File: src/rtl/mem_access_unit.sv
// mem_access_unit: MEM-stage data-memory port with byte strobes, load extension and stall control
//   clk, rst          clock and synchronous active-high reset
//   mem_valid         EX/MEM holds a live instruction
//   mem_MR, mem_MW    load / store request
//   mem_funct3        access size and sign (RV32I)
//   mem_alu_result    byte address
//   mem_store_data    store source
//   dmem_*            registered request/acknowledge port to data memory
//   mem_read_data     registered, formatted load result to MEM/WB
//   mem_stall         combinational stall for all pipeline enables
//   access_err        one-cycle pulse on a misaligned or malformed access
//   timeout_err       one-cycle pulse when memory never acknowledges
module mem_access_unit #(
   parameter int TIMEOUT = 255
) (
   input  logic        clk,
   input  logic        rst,
   input  logic        mem_valid,
   input  logic        mem_MR,
   input  logic        mem_MW,
   input  logic [2:0]  mem_funct3,
   input  logic [31:0] mem_alu_result,
   input  logic [31:0] mem_store_data,
   output logic        dmem_req,
   output logic        dmem_we,
   output logic [31:0] dmem_addr,
   output logic [31:0] dmem_wdata,
   output logic [3:0]  dmem_wstrb,
   input  logic        dmem_ack,
   input  logic [31:0] dmem_rdata,
   output logic [31:0] mem_read_data,
   output logic        mem_stall,
   output logic        access_err,
   output logic        timeout_err
);
   typedef enum logic [1:0] {IDLE, BUSY, DONE} state_t;
   state_t      state;
   logic [7:0]  cnt;
   logic [7:0]  cnt_inc;
   logic [1:0]  lane;
   logic [2:0]  ld_f3;
   logic [1:0]  a;
   logic        req_any, f3_ok, align_ok, fault, legal;
   logic [3:0]  wstrb_n;
   logic [31:0] wdata_n, sh, ld_fmt;
   assign a        = mem_alu_result[1:0];
   assign req_any  = mem_valid & (mem_MR | mem_MW);
   assign f3_ok    = mem_MW ? (mem_funct3 inside {3'b000, 3'b001, 3'b010})
                            : (mem_funct3 inside {3'b000, 3'b001, 3'b010, 3'b100, 3'b101});
   assign align_ok = mem_funct3[1:0] == 2'b01 ? !a[0] : mem_funct3[1:0] == 2'b10 ? a == 2'b00 : 1'b1;
   assign fault    = req_any & ((mem_MR & mem_MW) | !f3_ok | !align_ok);
   assign legal    = req_any & !fault;
   assign mem_stall = (state == IDLE && legal) || state == BUSY;
   assign cnt_inc  = cnt + 8'd1;
   // loads drive no strobes; stores replicate data into every lane so the strobe alone selects bytes
   assign wstrb_n = !mem_MW ? 4'b0000 : mem_funct3[1:0] == 2'b00 ? 4'b0001 << a
                  : mem_funct3[1:0] == 2'b01 ? (a[1] ? 4'b1100 : 4'b0011) : 4'b1111;
   assign wdata_n = mem_funct3[1:0] == 2'b00 ? {4{mem_store_data[7:0]}}
                  : mem_funct3[1:0] == 2'b01 ? {2{mem_store_data[15:0]}} : mem_store_data;
   // lane and funct3 are captured at issue so formatting never depends on the frozen EX/MEM inputs
   assign sh     = dmem_rdata >> {lane, 3'b000};
   assign ld_fmt = ld_f3 == 3'b000 ? {{24{sh[7]}}, sh[7:0]}
                 : ld_f3 == 3'b001 ? {{16{sh[15]}}, sh[15:0]}
                 : ld_f3 == 3'b100 ? {24'd0, sh[7:0]}
                 : ld_f3 == 3'b101 ? {16'd0, sh[15:0]} : dmem_rdata;
   always_ff @(posedge clk) begin
      if (rst) begin
         state         <= IDLE;
         cnt           <= 8'd0;
         lane          <= 2'b00;
         ld_f3         <= 3'b000;
         dmem_req      <= 1'b0;
         dmem_we       <= 1'b0;
         dmem_addr     <= 32'd0;
         dmem_wdata    <= 32'd0;
         dmem_wstrb    <= 4'd0;
         mem_read_data <= 32'd0;
         access_err    <= 1'b0;
         timeout_err   <= 1'b0;
      end else begin
         access_err  <= 1'b0;
         timeout_err <= 1'b0;
         case (state)
            IDLE: begin
               if (legal) begin
                  dmem_req   <= 1'b1;
                  dmem_we    <= mem_MW;
                  dmem_addr  <= {mem_alu_result[31:2], 2'b00};
                  dmem_wdata <= wdata_n;
                  dmem_wstrb <= wstrb_n;
                  lane       <= a;
                  ld_f3      <= mem_funct3;
                  cnt        <= 8'd0;
                  state      <= BUSY;
               end else if (fault) begin
                  access_err <= 1'b1;
               end
            end
            BUSY: begin
               cnt <= cnt_inc;
               // an ack arriving on the expiry cycle still wins over the timeout
               if (dmem_ack) begin
                  dmem_req <= 1'b0;
                  if (!dmem_we) mem_read_data <= ld_fmt;
                  state <= DONE;
               end else if (cnt_inc == 8'(TIMEOUT)) begin
                  dmem_req    <= 1'b0;
                  timeout_err <= 1'b1;
                  if (!dmem_we) mem_read_data <= 32'd0;
                  state <= DONE;
               end
            end
            DONE: begin
               cnt   <= 8'd0;
               state <= IDLE;
            end
            default: state <= IDLE;
         endcase
      end
   end
endmodule

File: config.mk
export PLATFORM = sky130hd
export DESIGN_NAME = mem_access_unit
export DESIGN_NICKNAME = d
export VERILOG_FILES = /design/src/rtl/mem_access_unit.sv
export SDC_FILE = /design/constraint.sdc
export NUM_CORES = 1
export LEC_CHECK = 0
export BUFFER_PORTS_ARGS = -buffer_cell sky130_fd_sc_hd__buf_2
export CAP_MARGIN = 25
export CORE_UTILIZATION = 33
export CTS_BUF_LIST = sky130_fd_sc_hd__clkbuf_8
export DETAILED_ROUTE_END_ITERATION = 10
export PLACE_DENSITY_LB_ADDON = 0.2
export SLEW_MARGIN = 20
export SYNTH_ARGS = -nofsm -noshare
export SYNTH_HDL_FRONTEND = slang
export SYNTH_SLANG_ARGS = --single-unit
File: constraint.sdc
create_clock -name clk -period 5.55 [get_ports clk]
set_input_delay 0 -clock clk [delete_from_list [all_inputs] [get_ports clk]]
set_output_delay 0 -clock clk [all_outputs]
set_load 0.05 [all_outputs]
## Yosys cells after proc, flatten, opt, wreduce, memory -nomap -nowiden

Cells that the tools add are included.

- $lt $le $gt $ge: 0
- Multipliers: 0
- Bitwise logic cells: 9
- Equal/unequal tests: 16
- Reductions and logical operators: 23
- Add/subtract/negate cells: 1
- Shift-type cells: 2
- Divide/modulo/power cells: 0
- Muxes and demuxes: 29

Operators with widths:

| kind | count |
|---|---|
| 32-bit two-way mux | 10 |
| 32-bit by 5-bit >> shifter with 16-bit output | 1 |
| 8-bit one-hot mux with 3 select lines | 1 |
| 4-bit two-way mux | 4 |
| 3-bit == test (second input constant) | 4 |
| 8-bit by 1-bit adder with 8-bit output (second input constant) | 1 |
| 8-bit == test (second input constant) | 1 |
| 1-bit two-way mux | 8 |
| 8-bit two-way mux | 1 |
| 3-bit by 1-bit == test with 1-bit output (second input constant) | 2 |
| 2-bit zero test | 3 |
| 3-bit zero test | 2 |
| 2-bit two-way mux | 3 |
| 2-bit inequality test (second input constant) | 3 |
| 2-bit AND reduction | 3 |
| 3-bit nonzero test | 2 |
| 3-bit OR reduction | 2 |
| 5-bit nonzero test | 1 |
| 1-bit AND | 4 |
| 2-bit by 1-bit == test with 1-bit output (second input constant) | 2 |
| 2-bit == test (second input constant) | 2 |
| 1-bit zero test | 4 |
| 2-bit one-hot mux with 2 select lines | 1 |
| 4-bit AND reduction | 1 |
| other kinds (10) | 14 |

- Memory bits (read-only): 0
- Bits of input ports: 105
- Memories kept: 0
- Bits in latches: 0
- Logic and storage cells: 92
- Register bits: 117
- Output and inout port bits: 105
- Bits in writable memories: 0

## Logic depth before layout (Yosys ltp)

Gate-level depths: netlist of the first run.

- Word-level depth: 11
- Gate-level depth with buffers: 7
- Gate-level depth less buffers: 6

## Worst setup path before layout of the first run

No wires, ideal clock.

- Path type: register to register
- Start: register dmem_we
- End: register mem_read_data[30]
- Data required time: 5.433 ns
- Path buffers: 1
- Data arrival time: 1.904 ns
- Library setup time: 0.117 ns
- Period minus slack after synthesis: 2.021 ns
- Path slack: 3.529 ns
- Stages on the path, launching flop included: 6
- Path through: dfxtp_1 or3b_1 or4_4 o211a_4 buf_6 a22o_1

- Cells in the longest elaborated chain, start to end: 2
- Elaborated cells on any way between the ends: 3
- Classes of those cells: eq/ne: 2; reduce/logical: 1

RTL lines:

| what | line | text |
|---|---|---|
| start: declaration | 25 | `output logic dmem_we,` |
| start signal: assignment | 87 | `dmem_we <= mem_MW;` |
| 2-bit inequality test (no line) | - |  |
| 4-bit AND reduction (no line) * | - |  |
| end signal: assignment | 104 | `if (!dmem_we) mem_read_data <= ld_fmt;` |
| end: declaration | 31 | `output logic [31:0] mem_read_data,` |

Mark *: on every way between the ends. The rest lies on a longest branch, timed or not.
A chain may end at the register's enable or synchronous reset.

## Final worst setup path of the first run

- Start: register state[0]
- End: register dmem_wdata[15]

- Cells in the longest elaborated chain, start to end: 2

RTL lines:

| what | line | text |
|---|---|---|
| start: declaration | 37 | `state_t state;` |
| start signal: assignment | 68 | `state <= IDLE;` |
| start signal: assignment | 94 | `state <= BUSY;` |
| start signal: assignment | 105 | `state <= DONE;` |
| 2-bit zero test | 83 | `case (state)` |
| 2-bit AND reduction (no line) | - |  |
| end signal: assignment | 89 | `dmem_wdata <= wdata_n;` |
| end: declaration | 27 | `output logic [31:0] dmem_wdata,` |

No other way between the ends.

==> flow_summary.toml, run 1 <==
[status]
run_status = "completed"

[logic_synthesis]
synth_top_area_share_pct = 41.4
synth_edf_count = 0
netlist_area_sq_mm = 0.00566
ys_seq_elements = 117
yosysTopAreaCell = "dfxtp_1"
synth_ff_type = "dfxtp_1"
postSynthCellCount = 680
synth_top_family_by_area = "compound AO/OA/AOI/OAI gates"
synth-adder-area-share_pct = 0.442
synthMuxAreaShare_pct = 6.50
ys_types = 64
syn-mean-instance-area_sq_um = 8.32
synth_async_sr_flop_share_pct = 0
synthXorXnorAreaFrac_pct = 0.619
ys_seq_area_share_pct = 41.4
synth_area_leaders = "dfxtp_1 (41%), o21ai_0 (8.7%), a21oi_1 (7.7%)"
synthSimpleGateAreaFrac_pct = 15.1
ys_warn_count = 0
synth_compound_area_share_pct = 30.1

[setup_path]
cp.depth = 5
path_max_fanout = 57
cp.required_ps = 5880
arrival_ps = 3190
slowest_delay_ps = 810
critPathCaptureType = "register"
worst_setup_path_start_kind = "register"
cp_num_buf_inv = 2
worstPathCellList = "inv_1, nand2_2, nor2_1, a311oi_1, dlygate4sd3_1"
crit_path_top_delay_cell = "nor2_1"
cpLargestDelayFamily = "simple AND/OR/NAND/NOR gates"
worst-setup-path-type = "reg -> reg"
worstRegToRegCells = 5

[sta]
fin_crit_sh_pct = 51.5
slew_headroom_pct = 35.2
finClkSkew_ps = 11.8
worst_slew_pin_slew_ps = 969
hold_viol = 0
timing.fmax_mhz = 350
final.setup.tns_ps = 0
drv_slew = 0
finalCriticalPeriod_ps = 2860
setup_viol = 0
rsz0062_at_grt = "false"

[layout]
regArea_sq_mm = 0.00234
n_antenna_cell = 0
drive_above_1_share_pct = 27.2
multi_input_area_sq_mm = 0.00304
nNetsFinal = 1062
areaGrowthSynthToFinish_pct = 46.8
n_fill_cell = 1629
final_cell_count_no_fill = 1188

[drt]
avgViaCountPerCell = 5.31
top_layer = "met4"
drcViolationCount = 0
route.met3.wl_um = 1500
wirelength_um = 19400
drt_iter0_drc = 407
ant_nets = 0
wl_per_cell_um = 16.3
dr_wl_met2_um = 9340
dr.pass1.iters = 5
num_vias = 6303
met1_length_um = 8310

[global_route]
grt_pass1_vias = 6113
globalRouteOverflowTotal = 0
antenna_found_initial = 0
grt_usage_pct = 22.2
grt_pass1_wl_um = 31200
grt_max_degree = 86

[clock_tree]
cts_tree = "built"
cts_resized = 0
clock_path_buffers = 2
clock_sinks = 117
cts-buffers-inserted = 17
cts_root_buf = "clkbuf_8"
htree_levels = 4
path_clk_slew_ps = 80
insertion_delay_ps = 440

[min_path]
min_path_cells = 3
holdCritPathClass = "in -> reg"

[power]
ir_worst_vdd_mv = 0.164
cellPowerDensity_mw_per_mm2 = 255
p_leak_nw = 3.47

[placement]
place_congestion = 0.815
dp.cells = 1050
io_buffers = 207
dpl.hpwl_um = 12200

[floorplan]
fp-row-count = 47
die_w_um = 133
io_pins = 210
die_h_um = 133
start_util_pct = 34.0
die-area_sq_mm = 0.0177
fp.coreArea_sq_mm = 0.0166

[job]
maxCapViolCount = 0
[kinds of logic after synthesis]
group           count (synthesis)
fa+ha+maj                       2
flops                         117
buf+inv                        76
simple gates                  169
mux                            35
other cells                     1
xor+xnor                        4
compound gates                276
[path summary, 6_finish.rpt]
check / slack (ps) / end / start
max reg2reg: 2690 / dmem_wdata[15] / state[0]
min: 80 / ld_f3[0] / mem_funct3[0]
min reg2reg: 460 / mem_read_data[15] / mem_read_data[15]
max: 2690 / dmem_wdata[15] / state[0]
[report_power, final]
| group | switching, W | internal (W) | total (W) | leakage (nW) |
|---|---|---|---|---|
| Clock | 0.000356 | 0.000531 | 0.000887 | 0.232 |
| Sequential | 0.0000148 | 0.000860 | 0.000875 | 0.947 |
| Combinational | 0.000212 | 0.000142 | 0.000354 | 2.29 |
| Total | 0.000583 | 0.00153 | 0.00212 | 3.47 |
[placed cells by master, fill, tap and decap left out, types with 3 or more instances in the layout]
master         count
buf_2            207
dfxtp_1          117
dlygate4sd3_1    105
o21ai_0           98
a21oi_1           87
nand3_1           58
nand2_1           52
mux2i_1           30
a22o_1            22
clkbuf_8          21
nor2_1            15
inv_1             13
a211oi_1          11
a311oi_1          10
nor2b_1            9
nand2b_1           8
buf_4              8
a2bb2oi_1          6
o2111ai_1          5
a221oi_1           5
o221ai_1           5
nand4b_1           4
mux2_2             4
bufinv_16          4
xnor2_1            3
nand3b_1           3
o211ai_1           3
a31oi_1            3
[layout make-up]
class                   instances  area share (%)
multi-input cells             488            36.6
flip-flops and latches        117            28.2
repair buffers                321            26.1
clock buffers                  21            3.48
well taps                     220            3.31
clock inverters                11            1.88
inverters                      10           0.452
[tightest hold or removal path, stage by stage]
cell	delay, ps
buf_2	250
nand3_1	140
a21oi_1	60
[cells in the mapped netlist, drive strengths merged, types with 6 or more instances]
cell and n:
o221ai 7, a22o 22, nand3 58, o21ai 99
nor2 16, a211oi 11, mux2i 30, nor2b 9
a2bb2oi 6, a21oi 87, buf 19, a311oi 10
clkbuf 47, nand2 53, dfxtp 117, inv 10
nand2b 8
[metal layers]
layer  GRT usage, %  vias up
met5              0        -
met4           7.28        0
met3           7.51       18
met2           36.5      232
met1           27.0     2981
li1               -     3072
[registers in the layout, indices dropped and copies added (netlist names)]
signal,count
dmem_wstrb,4
dmem_wdata,32
state,2
dmem_addr,30
dmem_req,1
dmem_we,1
ld_f3,3
mem_read_data,32
lane,2
cnt,8
access_err,1
timeout_err,1
[stage by stage]
stage / hold slack [ps] / util, % / total power (W) / instance area, sq um / setup slack (ps)
6_report: 80.3 / 49.9 / 0.00212 / 8310 / 2690
5_1_grt: 71.3 / 49.9 / 0.00221 / 8310 / 2430
4_1_cts: 46.2 / 49.7 / 0.00213 / 8280 / 2490
3_5_place_dp: 259 / 40.8 / 0.00119 / 6780 / 2900
3_3_place_gp: 253 / 40.7 / 0.00119 / 6780 / 2880
2_1_floorplan: 125 / - / 0.00108 / 5660 / 3530
[timing repair]
action	in CTS	in global routing
hold endpoints to repair	107	0
buffers inserted	0	0
hold buffers	105	0
Power figures use the tool's default switching activity.
==> run 2, diff against run 1 <==
clock period = 2.6 ns   (was 5.55 ns; I/O delays follow)
==> run 2 against run 1 <==
Effect of this change: routed wire length grew 0.97%; critical endpoint unchanged; via count increased by 0.56%; die area unchanged; power grew 100%; largest power group is now sequential cells; critical path type is now in -> reg; largest cell class unchanged; final cell count up 0.59%.
==> flow_summary.toml, run 2 (synthesis gave the netlist of run 1 again) <==
[sta]
finClkSkew_ps = 14.3
drv_slew = 0
finalCriticalPeriod_ps = 2450
hold_viol = 0
final.setup.tns_ps = 0
fin_crit_sh_pct = 94.2
rsz0062_at_grt = "false"
setup_viol = 0
slew_headroom_pct = 51.0
timing.fmax_mhz = 408
worst_slew_pin_slew_ps = 735

[floorplan]
die-area_sq_mm = 0.0177
start_util_pct = 34.0
fp.coreArea_sq_mm = 0.0166
io_pins = 210
die_h_um = 133
die_w_um = 133
fp-row-count = 47

[clock_tree]
clock_sinks = 117
insertion_delay_ps = 440
path_clk_slew_ps = 80
clock_path_buffers = 2
htree_levels = 4
cts_tree = "built"
cts-buffers-inserted = 17
cts_root_buf = "clkbuf_8"

[global_route]
globalRouteOverflowTotal = 0
grt_pass1_vias = 6067
grt_max_degree = 80
grt_pass1_wl_um = 31200
grt_usage_pct = 22.1
antenna_found_initial = 0

[setup_path]
r2r_end = "dmem_wdata[15]"
cp_num_buf_inv = 4
worst-setup-path-type = "in -> reg"
rr_startpoint = "state[0]"
cp.required_ps = 2990
slowest_delay_ps = 600
arrival_ps = 2840
path_max_fanout = 61
critPathCaptureType = "register"
worst_setup_path_start_kind = "input port"
cpLargestDelayFamily = "buffers and inverters"
worstRegToRegCells = 7
cp_common_cell = "dlygate4sd3_1"
worstPathCellList = "dlygate4sd3_1, buf_2, nor3b_1, o221a_4, buf_12, a21oi_1, a311oi_1, dlygate4sd3_1"
crit_path_top_delay_cell = "dlygate4sd3_1"
r2r_setup_slack_ps = 410

[status]
run_status = "completed"

[drt]
drt_iter0_drc = 374
drcViolationCount = 0
dr.pass1.iters = 5
wirelength_um = 19600
avgViaCountPerCell = 5.30
ant_nets = 0
wl_per_cell_um = 16.4
num_vias = 6338

[power]
power.total_w = 0.00426
ir_worst_vdd_mv = 0.283
cellPowerDensity_mw_per_mm2 = 512
p_leak_nw = 3.47

[placement]
place_congestion = 0.834
io_buffers = 207
dpl.hpwl_um = 12200

[layout]
drive_above_1_share_pct = 27.8
multi_input_area_sq_mm = 0.00304
areaGrowthSynthToFinish_pct = 46.9
top_regs = "dmem_wdata: 32 flops, mem_read_data: 32 flops, dmem_addr: 30 flops"
most-common-layout-cells = "buf_2 (207), dfxtp_1 (117), dlygate4sd3_1 (105), o21ai_0 (98), a21oi_1 (87)"
final_common_cell = "buf_2"
n_antenna_cell = 0
nNetsFinal = 1069
n_fill_cell = 1608
regArea_sq_mm = 0.00234

[job]
maxCapViolCount = 0

[min_path]
min_from = "dmem_rdata[24]"
min_path_cells = 4
holdCritPathClass = "in -> reg"
hold_end = "mem_read_data[24]"
==> run 2: per-layer routing <==
| metal | vias to the layer above | share of wire (%) | GRT usage (%) | wire length (um) |
|---|---|---|---|---|
| li1 | 3080 | - | - | - |
| met3 | 25 | 7.2 | 5.86 | 1420 |
| met1 | 3006 | 44 | 27.5 | 8630 |
| met5 | - | 0 | 0 | 0 |
| met4 | 0 | 0.98 | 7.22 | 191 |
| met2 | 227 | 48 | 36.9 | 9320 |
==> run 2: what timing repair did <==
| item | CTS | global route |
|---|---|---|
| hold endpoints to repair | 106 | 0 |
| gates resized for setup | 0 | 2 |
| hold buffers | 105 | 0 |
| buffers inserted | 0 | 0 |
| setup endpoints to repair | 0 | 3 |
==> run 2: worst max-delay path by stage <==
stage	slack, ps	cells past startpoint	startpoint	to
5_1_grt	20	8	mem_MW	dmem_wdata[15]
3_3_place_gp	570	5	cnt[0]	mem_read_data[25]
4_1_cts	170	8	mem_funct3[2]	dmem_wdata[15]
2_1_floorplan	580	5	dmem_we	mem_read_data[30]
6_report	150	8	mem_MW	dmem_wdata[15]
3_5_place_dp	540	5	cnt[1]	mem_read_data[29]
==> run 2: where the power goes <==
group          internal, W  switching, W  total [W]
combinational     0.000308      0.000461   0.000769
sequential         0.00183     0.0000273    0.00186
clock             0.000825      0.000799    0.00162
==> run 2: layout make-up <==
type / instances / area share, %
clock buffers: 20 / 3.31
clock inverters: 12 / 1.26
inverters: 10 / 0.452
multi-input cells: 488 / 36.6
flip-flops and latches: 117 / 28.2
well taps: 220 / 3.31
repair buffers: 328 / 26.9
==> run 2: worst min-delay path, cell delays in order <==
cell and delay [ps]:
buf_2 100, inv_1 70, o22ai_1 150, a22o_1 130
==> run 2: metrics by stage <==
stage               instances  instance area, sq um  worst slack, ps  util [%]  hold slack, ps
finish                   1195                  8310              152      49.9            34.1
CTS                      1195                  8290              167      49.8            3.49
global placement         1057                  6850              573      41.2             257
detailed placement       1058                  6860              544      41.2             260
global route             1195                  8310             17.2      49.9            48.3
floorplan                 681                  5660              579         -             125
